**src/rtl/regfile_dump_pkg.sv**
```systemverilog
// Shared register-file widths and the dump sequencer state encoding.
package regfile_dump_pkg;

  localparam int REG_AW = 5;
  localparam int XLEN   = 32;

  typedef enum logic [1:0] {
    IDLE = 2'd0,
    READ = 2'd1,
    SEND = 2'd2,
    FIN  = 2'd3
  } dump_state_t;

endpackage

```
**src/rtl/regfile_dump.sv**
```systemverilog
// Debug read-out sequencer: walks a register range through one read port
// and streams (index, value) beats on a valid/ready interface.
module regfile_dump
  import regfile_dump_pkg::*;
#(
  parameter int LAST_MAX = 31
) (
  input  logic              clk,
  input  logic              reset,
  input  logic              start,
  input  logic              abort,
  input  logic [REG_AW-1:0] first,
  input  logic [REG_AW-1:0] last,
  output logic [REG_AW-1:0] rf_ra,
  input  logic [XLEN-1:0]   rf_rd,
  output logic              m_valid,
  input  logic              m_ready,
  output logic [REG_AW-1:0] m_addr,
  output logic [XLEN-1:0]   m_data,
  output logic              busy,
  output logic              done
);

  localparam logic [REG_AW-1:0] LAST_CAP = REG_AW'(LAST_MAX);

  dump_state_t       state_reg, state_next;
  logic [REG_AW-1:0] ptr_reg, ptr_next;
  logic [REG_AW-1:0] end_reg, end_next;
  logic [REG_AW-1:0] addr_reg, addr_next;
  logic [XLEN-1:0]   data_reg, data_next;
  logic [REG_AW-1:0] end_clamped;

  assign end_clamped = (last > LAST_CAP) ? LAST_CAP : last;

  always_comb begin
    state_next = state_reg;
    ptr_next   = ptr_reg;
    end_next   = end_reg;
    addr_next  = addr_reg;
    data_next  = data_reg;
    case (state_reg)
      IDLE: begin
        if (start) begin
          ptr_next   = first;
          end_next   = end_clamped;
          state_next = (first <= end_clamped) ? READ : FIN;
        end
      end
      READ: begin
        // Snapshot the beat so later pipeline writes cannot disturb it.
        addr_next  = ptr_reg;
        data_next  = rf_rd;
        state_next = SEND;
      end
      SEND: begin
        if (m_ready) begin
          if (ptr_reg == end_reg) begin
            state_next = FIN;
          end else begin
            ptr_next   = ptr_reg + 1'b1;
            state_next = READ;
          end
        end
      end
      FIN:     state_next = IDLE;
      default: state_next = IDLE;
    endcase
    if (abort && (state_reg != IDLE)) begin
      state_next = IDLE;
    end
  end

  always_ff @(posedge clk or posedge reset) begin
    if (reset) begin
      state_reg <= IDLE;
      ptr_reg   <= '0;
      end_reg   <= '0;
      addr_reg  <= '0;
      data_reg  <= '0;
    end else begin
      state_reg <= state_next;
      ptr_reg   <= ptr_next;
      end_reg   <= end_next;
      addr_reg  <= addr_next;
      data_reg  <= data_next;
    end
  end

  assign rf_ra   = (state_reg == READ) ? ptr_reg : '0;
  assign m_valid = (state_reg == SEND);
  assign m_addr  = addr_reg;
  assign m_data  = data_reg;
  assign busy    = (state_reg != IDLE);
  // An abort arriving in FIN also suppresses the completion pulse.
  assign done    = (state_reg == FIN) && !abort;

endmodule
```
**config.mk**
```make
export PLATFORM = sky130hd
export DESIGN_NAME = regfile_dump
export DESIGN_NICKNAME = d
export VERILOG_FILES = /design/src/rtl/regfile_dump_pkg.sv /design/src/rtl/regfile_dump.sv
export SDC_FILE = /design/constraint.sdc
export NUM_CORES = 1
export LEC_CHECK = 0
export CAP_MARGIN = 20
export CORE_ASPECT_RATIO = 1.2
export CORE_MARGIN = 2
export CORE_UTILIZATION = 46
export DETAILED_ROUTE_END_ITERATION = 10
export PLACE_DENSITY = 0.85
export SYNTH_ARGS = -nofsm -noshare
export SYNTH_HDL_FRONTEND = slang
export SYNTH_SLANG_ARGS = --single-unit
```
**constraint.sdc**
```tcl
create_clock -name clk -period 2.25 [get_ports clk]
set_input_delay 0.45 -clock clk [delete_from_list [all_inputs] [get_ports clk]]
set_output_delay 0.45 -clock clk [all_outputs]
set_load 0.05 [all_outputs]
```
# Word level (Yosys, flattened, before mapping)
# Index checks and enable logic that the tools add are counted.
# classes
add_sub_neg	1
magnitude_cmp	2
eq_ne	9
muxes	12
n_reduce_logical	9
# op_table
cell	n
$mux W5	5
$mux W2	5
$pmux W5 S2	1
$pmux W2 S4	1
$add A5 B1 Y5 const B	1
$eq A5 B5 Y1	1
$gt A5 B5 Y1 const B	1
$le A5 B5 Y1	1
$eq A2 B2 Y1 const B	2
$ne A2 B2 Y1 const B	2
$reduce_and A2 Y1	2
$reduce_and A4 Y1	1
$reduce_bool A2 Y1	2
$ne A3 B1 Y1 const B	1
$ne A3 B3 Y1 const B	1
$eq A2 B1 Y1 const B	1
$logic_and A1 B1 Y1	2
$logic_not A2 Y1	1
$ne A2 B1 Y1 const B	1
$logic_not A1 Y1	1
# word_totals
reg_bits	49
in_bits	47
word_cells	38

# Logic depth before layout (Yosys ltp)
# Gate-level depths: netlist of run 1.
# depth
ltp_word	7
depth_mapped	6
mapped_depth_nobuf	6

# Worst setup path before layout of run 1
# OpenSTA, ideal clock, no wires.
# synth_timing
path_type	register to output
from	reg state_reg[0]
to	out rf_ra[0]
arrival_time_ns	1.338
required_ns	1.800
setup_slack_ns	0.462
path_stages_with_launch	5
path_buffers	2
path_cell_list	dfrtp_1 clkbuf_1 nor2b_1 buf_2 and2_1
# synth_between
elab_chain_len	2
# synth_lines
item	line_no	text
start: declaration	regfile_dump.sv:26	dump_state_t state_reg, state_next;
start signal: assignment	regfile_dump.sv:81	state_reg <= state_next;
$eq A2 B1 Y1	regfile_dump.sv:89	assign rf_ra = (state_reg == READ) ? ptr_reg : '0;
$mux W5	regfile_dump.sv:89	
end: declaration	regfile_dump.sv:14	output logic [REG_AW-1:0] rf_ra,
# Every way passes these cells.

# Worst setup path in the final report of run 1
# layout_timing
from	reg state_reg[1]
to	out busy
# layout_between
elab_chain_len	1
# layout_lines
item	line_no	text
$reduce_bool A2 Y1	regfile_dump.sv:93	assign busy = (state_reg != IDLE);
end: declaration	regfile_dump.sv:20	output logic busy,
# Every way passes these cells.

==> results.py, run 1 <==
metrics = {
    "outcome": {
        "status": "finished clean",
    },
    "power": {
        "internal_power_w": 0.00296,
        "p_leak_nw": 1.65,
        "p_switching_w": 0.00298,
        "switching_share_pct": 50.2,
        "p_per_area_mw_per_mm2": 1730,
        "ir_drop_mv": 0.850,
        "seq_power_share_pct": 26.9,
        "p_comb_share_pct": 64.2,
        "pwr-share-clk_pct": 9.0,
    },
    "cts": {
        "cts-htree-levels": 2,
        "cts_tree": "built",
        "cts_resized": 0,
        "root_buffer": "clkbuf_8",
        "postCtsHoldBufs": 0,
        "clkTransAtPathRegs_ns": 0.09,
        "cts_made_buffers": 5,
        "cts_sinks": 49,
        "clock_path_buffers": 2,
        "insertion_delay_ns": 0.29,
        "post-cts-setup-buffers": 0,
    },
    "synth": {
        "ys_warn_count": 0,
        "ys_types": 36,
        "synth.avg_cell_area_um2": 9.40,
        "synth_top_area_share_pct": 53.9,
        "ys_ff_latch": 49,
        "synth_area_leaders": "dfrtp_1 (54%), nand2_1 (17%), mux2_2 (3.5%)",
        "synth_common_cells": "nand2_1 (104), dfrtp_1 (49), inv_1 (7), mux2_2 (7)",
        "yosys.cell_count.top_type": "nand2_1",
        "synth.cell_area_mm2": 0.00227,
        "ys_async_sr_fraction_pct": 100,
        "syn_inst": 242,
        "synth.net_count": 295,
        "synth_edf_count": 0,
        "yosys.area.top_type": "dfrtp_1",
        "yosysSeqAreaShare_pct": 53.9,
        "yosys_most_used_dff": "dfrtp_1",
    },
    "cells_and_area": {
        "final_cell_area_mm2": 0.00344,
        "drive_above_1_share_pct": 11.3,
        "seq_area_mm2": 0.00123,
        "stdcell_count": 396,
        "area_growth_pct": 51.2,
        "nFillCells": 381,
        "multi_input_area_um2": 968,
        "final_nets": 388,
        "utilization_pct": 71.1,
        "diodes": 0,
        "largest_register_ffs": 32,
    },
    "floorplan": {
        "rows": 28,
        "start_util_pct": 47.0,
        "dieWidth_um": 68.2,
        "die_area_mm2": 0.00553,
        "core_mm2": 0.00483,
        "io_pins": 92,
        "fp.dieH_um": 81.0,
    },
    "place": {
        "hpwl_um": 3960,
        "placed_area_mm2": 0.00334,
        "placed_cells": 388,
        "port_buffers": 91,
        "gp_congestion": 0.845,
        "pre_cts_slack_ns": 0.0569,
    },
    "setup_path": {
        "arrival_ns": 1.68,
        "crit_path_end_kind": "output port",
        "required_ns": 1.80,
        "critPathLaunchType": "flip-flop",
        "path_class": "flip-flop to output port",
        "reg2reg_slack_ns": 0.55,
        "crit_fanout": 2,
        "critPathSlowestCell": "clkdlybuf4s50_1",
        "critPathTopFamily": "buffers and inverters",
        "worst-path-buf-inv": 1,
        "slowest_delay_ns": 0.70,
        "crit_path_cell_trace": "or2_2 > clkdlybuf4s50_1",
    },
    "sta": {
        "fmax_mhz": 471,
        "post-route-min-period_ns": 2.13,
        "min_period_over_period_pct": 94.5,
        "tightest_slew_ns": 0.540,
        "setup_violations": 0,
        "skew_ns": 0.00597,
        "hold_viol": 0,
        "slew_headroom_pct": 63.9,
        "rsz0062_at_grt": "false",
        "slew_violations": 0,
        "layout_setup_ws_ns": 0.125,
        "tns_ns": 0,
    },
    "worst_hold_path": {
        "hold_path.class": "flip-flop to flip-flop",
    },
    "grt": {
        "top_usage_layer": "met2",
        "grt_use_met3_pct": 4.99,
        "overflow": 0,
        "grt_pass1_wl_um": 8420,
        "grt_max_degree": 50,
        "grt_antenna_before_repair": 0,
        "grt_pass1_vias": 1903,
        "grt_use_total_pct": 19.9,
        "grt_util_met2_pct": 34.5,
        "grtUsageMet1_pct": 23.8,
    },
    "route": {
        "drt_first_pass_iters": 4,
        "post_drt_wl_per_cell_um": 13.0,
        "route.detailed.drc": 0,
        "antenna_left": 0,
        "vias": 2011,
        "avgViaCountPerCell": 5.08,
        "routed_wl_um": 5160,
        "drtIter0Drc": 99,
    },
    "run": {
        "maxCapViolCount": 0,
    },
}
cell usage in the layout, fill, tap and decap left out, types with 2 or more instances in the layout:
| master | n |
|---|---|
| a2bb2oi_1 | 3 |
| nor2_1 | 4 |
| nand3_1 | 4 |
| nand2b_1 | 2 |
| nand2_1 | 104 |
| a31oi_1 | 3 |
| inv_1 | 6 |
| ha_1 | 6 |
| and2_1 | 4 |
| clkdlybuf4s50_1 | 84 |
| nor2b_1 | 2 |
| clkbuf_8 | 6 |
| buf_12 | 8 |
| xor2_1 | 5 |
| o22ai_1 | 2 |
| a211o_1 | 2 |
| a21o_1 | 5 |
| o21ai_0 | 2 |
| dfrtp_1 | 49 |
| mux2_2 | 7 |
| buf_4 | 6 |
| a21oi_1 | 3 |
worst paths after layout:
check	startpoint	depth (start not counted)	end
setup reg to reg	state_reg[1]	6	ptr_reg[1]
hold reg to reg	m_data[30]	2	m_data[30]
hold / removal	m_data[30]	2	m_data[30]
min in group asynchronous	reset	3	m_data[24]
setup / recovery	state_reg[1]	2	busy
max in group asynchronous	reset	3	m_data[4]
power groups by stage:
| stage | sequential, W | clock (W) | combinational [W] |
|---|---|---|---|
| global placement | 0.00160 | 0 | 0.00377 |
| finish | 0.00160 | 0.000534 | 0.00382 |
| detailed placement | 0.00161 | 0 | 0.00383 |
| CTS | 0.00160 | 0.000549 | 0.00384 |
| global route | 0.00165 | 0.000594 | 0.00407 |
| floorplan | 0.00270 | 0 | 0.00143 |
worst min-delay path, stage by stage (launching register included):
cell and delay, ns:
dfrtp_1 0.35, nand2_1 0.05, nand2_1 0.05
stage by stage:
step / power [W] / hold WS (ns)
finish: 0.00595 / 0.481
global route: 0.00631 / 0.495
CTS: 0.00599 / 0.484
detailed placement: 0.00545 / 0.462
global placement: 0.00537 / 0.456
floorplan: 0.00414 / 0.501
metal layers:
metal	up-vias	wire (um)
met2	65	2720
met1	963	2070
li1	974	-
met5	-	0
met3	9	314
met4	0	68
cell families after synthesis:
family,count (synthesis),synth area share (%)
compound gates,27,9.24
xor+xnor,5,1.93
fa+ha+maj,6,3.30
buf+inv,19,3.63
flops,49,53.9
mux,8,3.91
simple gates,128,24.1
cell type report:
class / instances / share of cell area (%)
clock buffer: 6 / 2.40
clock inverter: 2 / 0.400
inverter: 7 / 0.764
multi-input combinational: 174 / 28.2
sequential: 49 / 35.7
tap: 60 / 2.18
timing repair buffer: 98 / 30.4
Power figures use the tool's default switching activity.
==> inputs of run 2 (changes only) <==
--- a/config.mk
+++ b/config.mk
@@ -11,6 +11,7 @@
 export CORE_UTILIZATION = 46
 export DETAILED_ROUTE_END_ITERATION = 10
 export PLACE_DENSITY = 0.85
+export SKIP_LAST_GASP = 1
 export SYNTH_ARGS = -nofsm -noshare
 export SYNTH_HDL_FRONTEND = slang
 export SYNTH_SLANG_ARGS = --single-unit
==> results of run 2 <==
Same layout as run 1: the final DEF is identical, and so are final timing and power.
==> inputs of run 3 (changes only) <==
--- a/config.mk
+++ b/config.mk
@@ -10,7 +10,7 @@
 export CORE_MARGIN = 2
 export CORE_UTILIZATION = 46
 export DETAILED_ROUTE_END_ITERATION = 10
-export PLACE_DENSITY = 0.85
+export PLACE_DENSITY = 0.9
 export SKIP_LAST_GASP = 1
 export SYNTH_ARGS = -nofsm -noshare
 export SYNTH_HDL_FRONTEND = slang
==> run 3 against run 2 <==
Effect of this change: count of clock-buffer cells in the layout stayed put; maximum frequency fell by 0.98%; sequential power barely moved; clock skew down 0.0025 ns.
==> results.py, run 3 (synthesis gave the netlist of run 1 again) <==
metrics = {
    "route": {
        "antenna_left": 0,
        "route.detailed.drc": 0,
        "post_drt_wl_per_cell_um": 13.6,
        "routed_wl_um": 5400,
        "drtIter0Drc": 106,
        "wl_met1_um": 2050,
        "route.met3.wl_um": 348,
        "drt_first_pass_iters": 4,
        "route.met2.wl_um": 2840,
        "topRoutingLayerUsed": "met4",
        "vias": 1985,
        "avgViaCountPerCell": 5.01,
    },
    "cts": {
        "insertion_delay_ns": 0.30,
        "root_buffer": "clkbuf_8",
        "clkTransAtPathRegs_ns": 0.08,
        "cts_sinks": 49,
        "clock_path_buffers": 2,
        "postCtsHoldBufs": 0,
        "cts-htree-levels": 2,
        "cts_made_buffers": 5,
        "cts_tree": "built",
    },
    "cells_and_area": {
        "multi_input_area_um2": 968,
        "final_cell_mix": "nand2_1 (104), clkdlybuf4s50_1 (84), dfrtp_1 (49), buf_12 (8), mux2_2 (7)",
        "largest_register_ffs": 32,
        "drive_above_1_share_pct": 11.6,
        "final_cell_area_mm2": 0.00346,
        "final_common_cell": "nand2_1",
        "nFillCells": 370,
        "seq_area_mm2": 0.00123,
        "final_nets": 388,
        "diodes": 0,
        "area_growth_pct": 52.2,
    },
    "grt": {
        "grt_pass1_wl_um": 8740,
        "grt_pass1_vias": 1952,
        "grt_max_degree": 38,
        "overflow": 0,
        "grt_use_total_pct": 21.4,
        "grt_antenna_before_repair": 0,
    },
    "run": {
        "maxCapViolCount": 0,
    },
    "setup_path": {
        "critPathTopFamily": "buffers and inverters",
        "cp.depth": 2,
        "worst-r2r-cell-count": 6,
        "arrival_ns": 1.70,
        "critPathSlowestCell": "clkdlybuf4s50_1",
        "critPathLaunchType": "flip-flop",
        "reg2reg_from": "state_reg[0]",
        "slowest_delay_ns": 0.72,
        "worst-path-buf-inv": 1,
        "r2r_end": "ptr_reg[0]",
        "cp-endpoint": "busy",
        "path_class": "flip-flop to output port",
        "reg2reg_slack_ns": 0.47,
        "crit_fanout": 2,
        "crit_path_end_kind": "output port",
        "crit_path_cell_trace": "or2_2 > clkdlybuf4s50_1",
        "required_ns": 1.80,
        "worstSetupStartpoint": "state_reg[1]",
    },
    "floorplan": {
        "die_area_mm2": 0.00553,
        "fp.dieH_um": 81.0,
        "io_pins": 92,
        "dieWidth_um": 68.2,
        "start_util_pct": 47.0,
        "rows": 28,
        "core_mm2": 0.00483,
    },
    "sta": {
        "rsz0062_at_grt": "false",
        "hold_viol": 0,
        "setup_violations": 0,
        "slew_headroom_pct": 63.8,
        "slew_violations": 0,
        "min_period_over_period_pct": 95.4,
        "post-route-min-period_ns": 2.15,
        "tns_ns": 0,
        "skew_ns": 0.00350,
        "tightest_slew_ns": 0.542,
        "fmax_mhz": 466,
    },
    "outcome": {
        "status": "finished clean",
    },
    "place": {
        "port_buffers": 91,
        "gp_congestion": 0.921,
        "placed_area_mm2": 0.00334,
        "hpwl_um": 4270,
    },
    "power": {
        "ir_drop_mv": 0.855,
        "p_leak_nw": 1.65,
        "total_power_w": 0.00607,
        "p_per_area_mw_per_mm2": 1750,
    },
    "worst_hold_path": {
        "hold_path.class": "flip-flop to flip-flop",
    },
}
[run 3: changes by cell type in the layout (fill, tap and decap cells not counted)]
cell        previous run  this run
bufinv_16              0         1
clkinv_2               1         0
clkinv_4               1         0
clkinvlp_4             0         1
inv_1                  6         5
inv_2                  1         2
[run 3: repair_timing]
action / CTS / global route
setup buffers: 0 / 0
endpoints found under the setup margin: 0 / 1
gates resized for setup: 0 / 1
[run 3: worst register-to-register path, delay by kind of cell, from the launching register on]
family          cells  cell delay, ns
compound gates      1            0.32
mux                 1            0.36
buf+inv             2            0.38
simple gates        2            0.30
flops               1            0.39
[run 3: area by class of cell]
class	count	share of cell area [%]
timing repair buffer	98	30.2
inverter	7	0.759
multi-input combinational	174	28.0
clock inverter	2	1.08
clock buffer	6	2.39
sequential	49	35.4
tap	60	2.17
[run 3: power by group]
part | leakage, nW | switching (W) | internal (W) | total, W
clock network | 0.0574 | 0.000283 | 0.000361 | 0.000644
registers | 0.598 | 0.000278 | 0.00132 | 0.00160
logic | 0.999 | 0.00243 | 0.00139 | 0.00382
total | 1.65 | 0.00299 | 0.00308 | 0.00607
[run 3: how the worst min path moves through the flow]
| stage | from | to | slack (ns) | cells past startpoint |
|---|---|---|---|---|
| finish | m_addr[0] | m_addr[0] | 0.48 | 1 |
| global route | m_data[21] | m_data[21] | 0.51 | 2 |
| CTS | m_data[7] | m_data[7] | 0.48 | 2 |
| detailed placement | m_data[7] | m_data[7] | 0.46 | 2 |
| global placement | m_data[17] | m_data[17] | 0.46 | 2 |
| floorplan | end_reg[0] | end_reg[0] | 0.50 | 1 |
[run 3: metal layers]
| metal | global-route usage, % | vias up |
|---|---|---|
| li1 | - | 974 |
| met1 | 23.3 | 922 |
| met2 | 38.9 | 74 |
| met3 | 4.43 | 15 |
| met4 | 9.40 | 0 |
| met5 | 0 | - |
[run 3: per-stage QoR]
| step | util [%] | cells | hold slack (ns) | setup WS (ns) |
|---|---|---|---|---|
| after floorplan | - | 242 | 0.501 | 0.462 |
| after global placement | 69.1 | 388 | 0.458 | 0.160 |
| after detailed placement | 69.1 | 388 | 0.461 | 0.0645 |
| after CTS | 71.6 | 396 | 0.483 | 0.0647 |
| after global routing | 71.6 | 396 | 0.505 | 0.0561 |
| final | 71.6 | 396 | 0.479 | 0.104 |
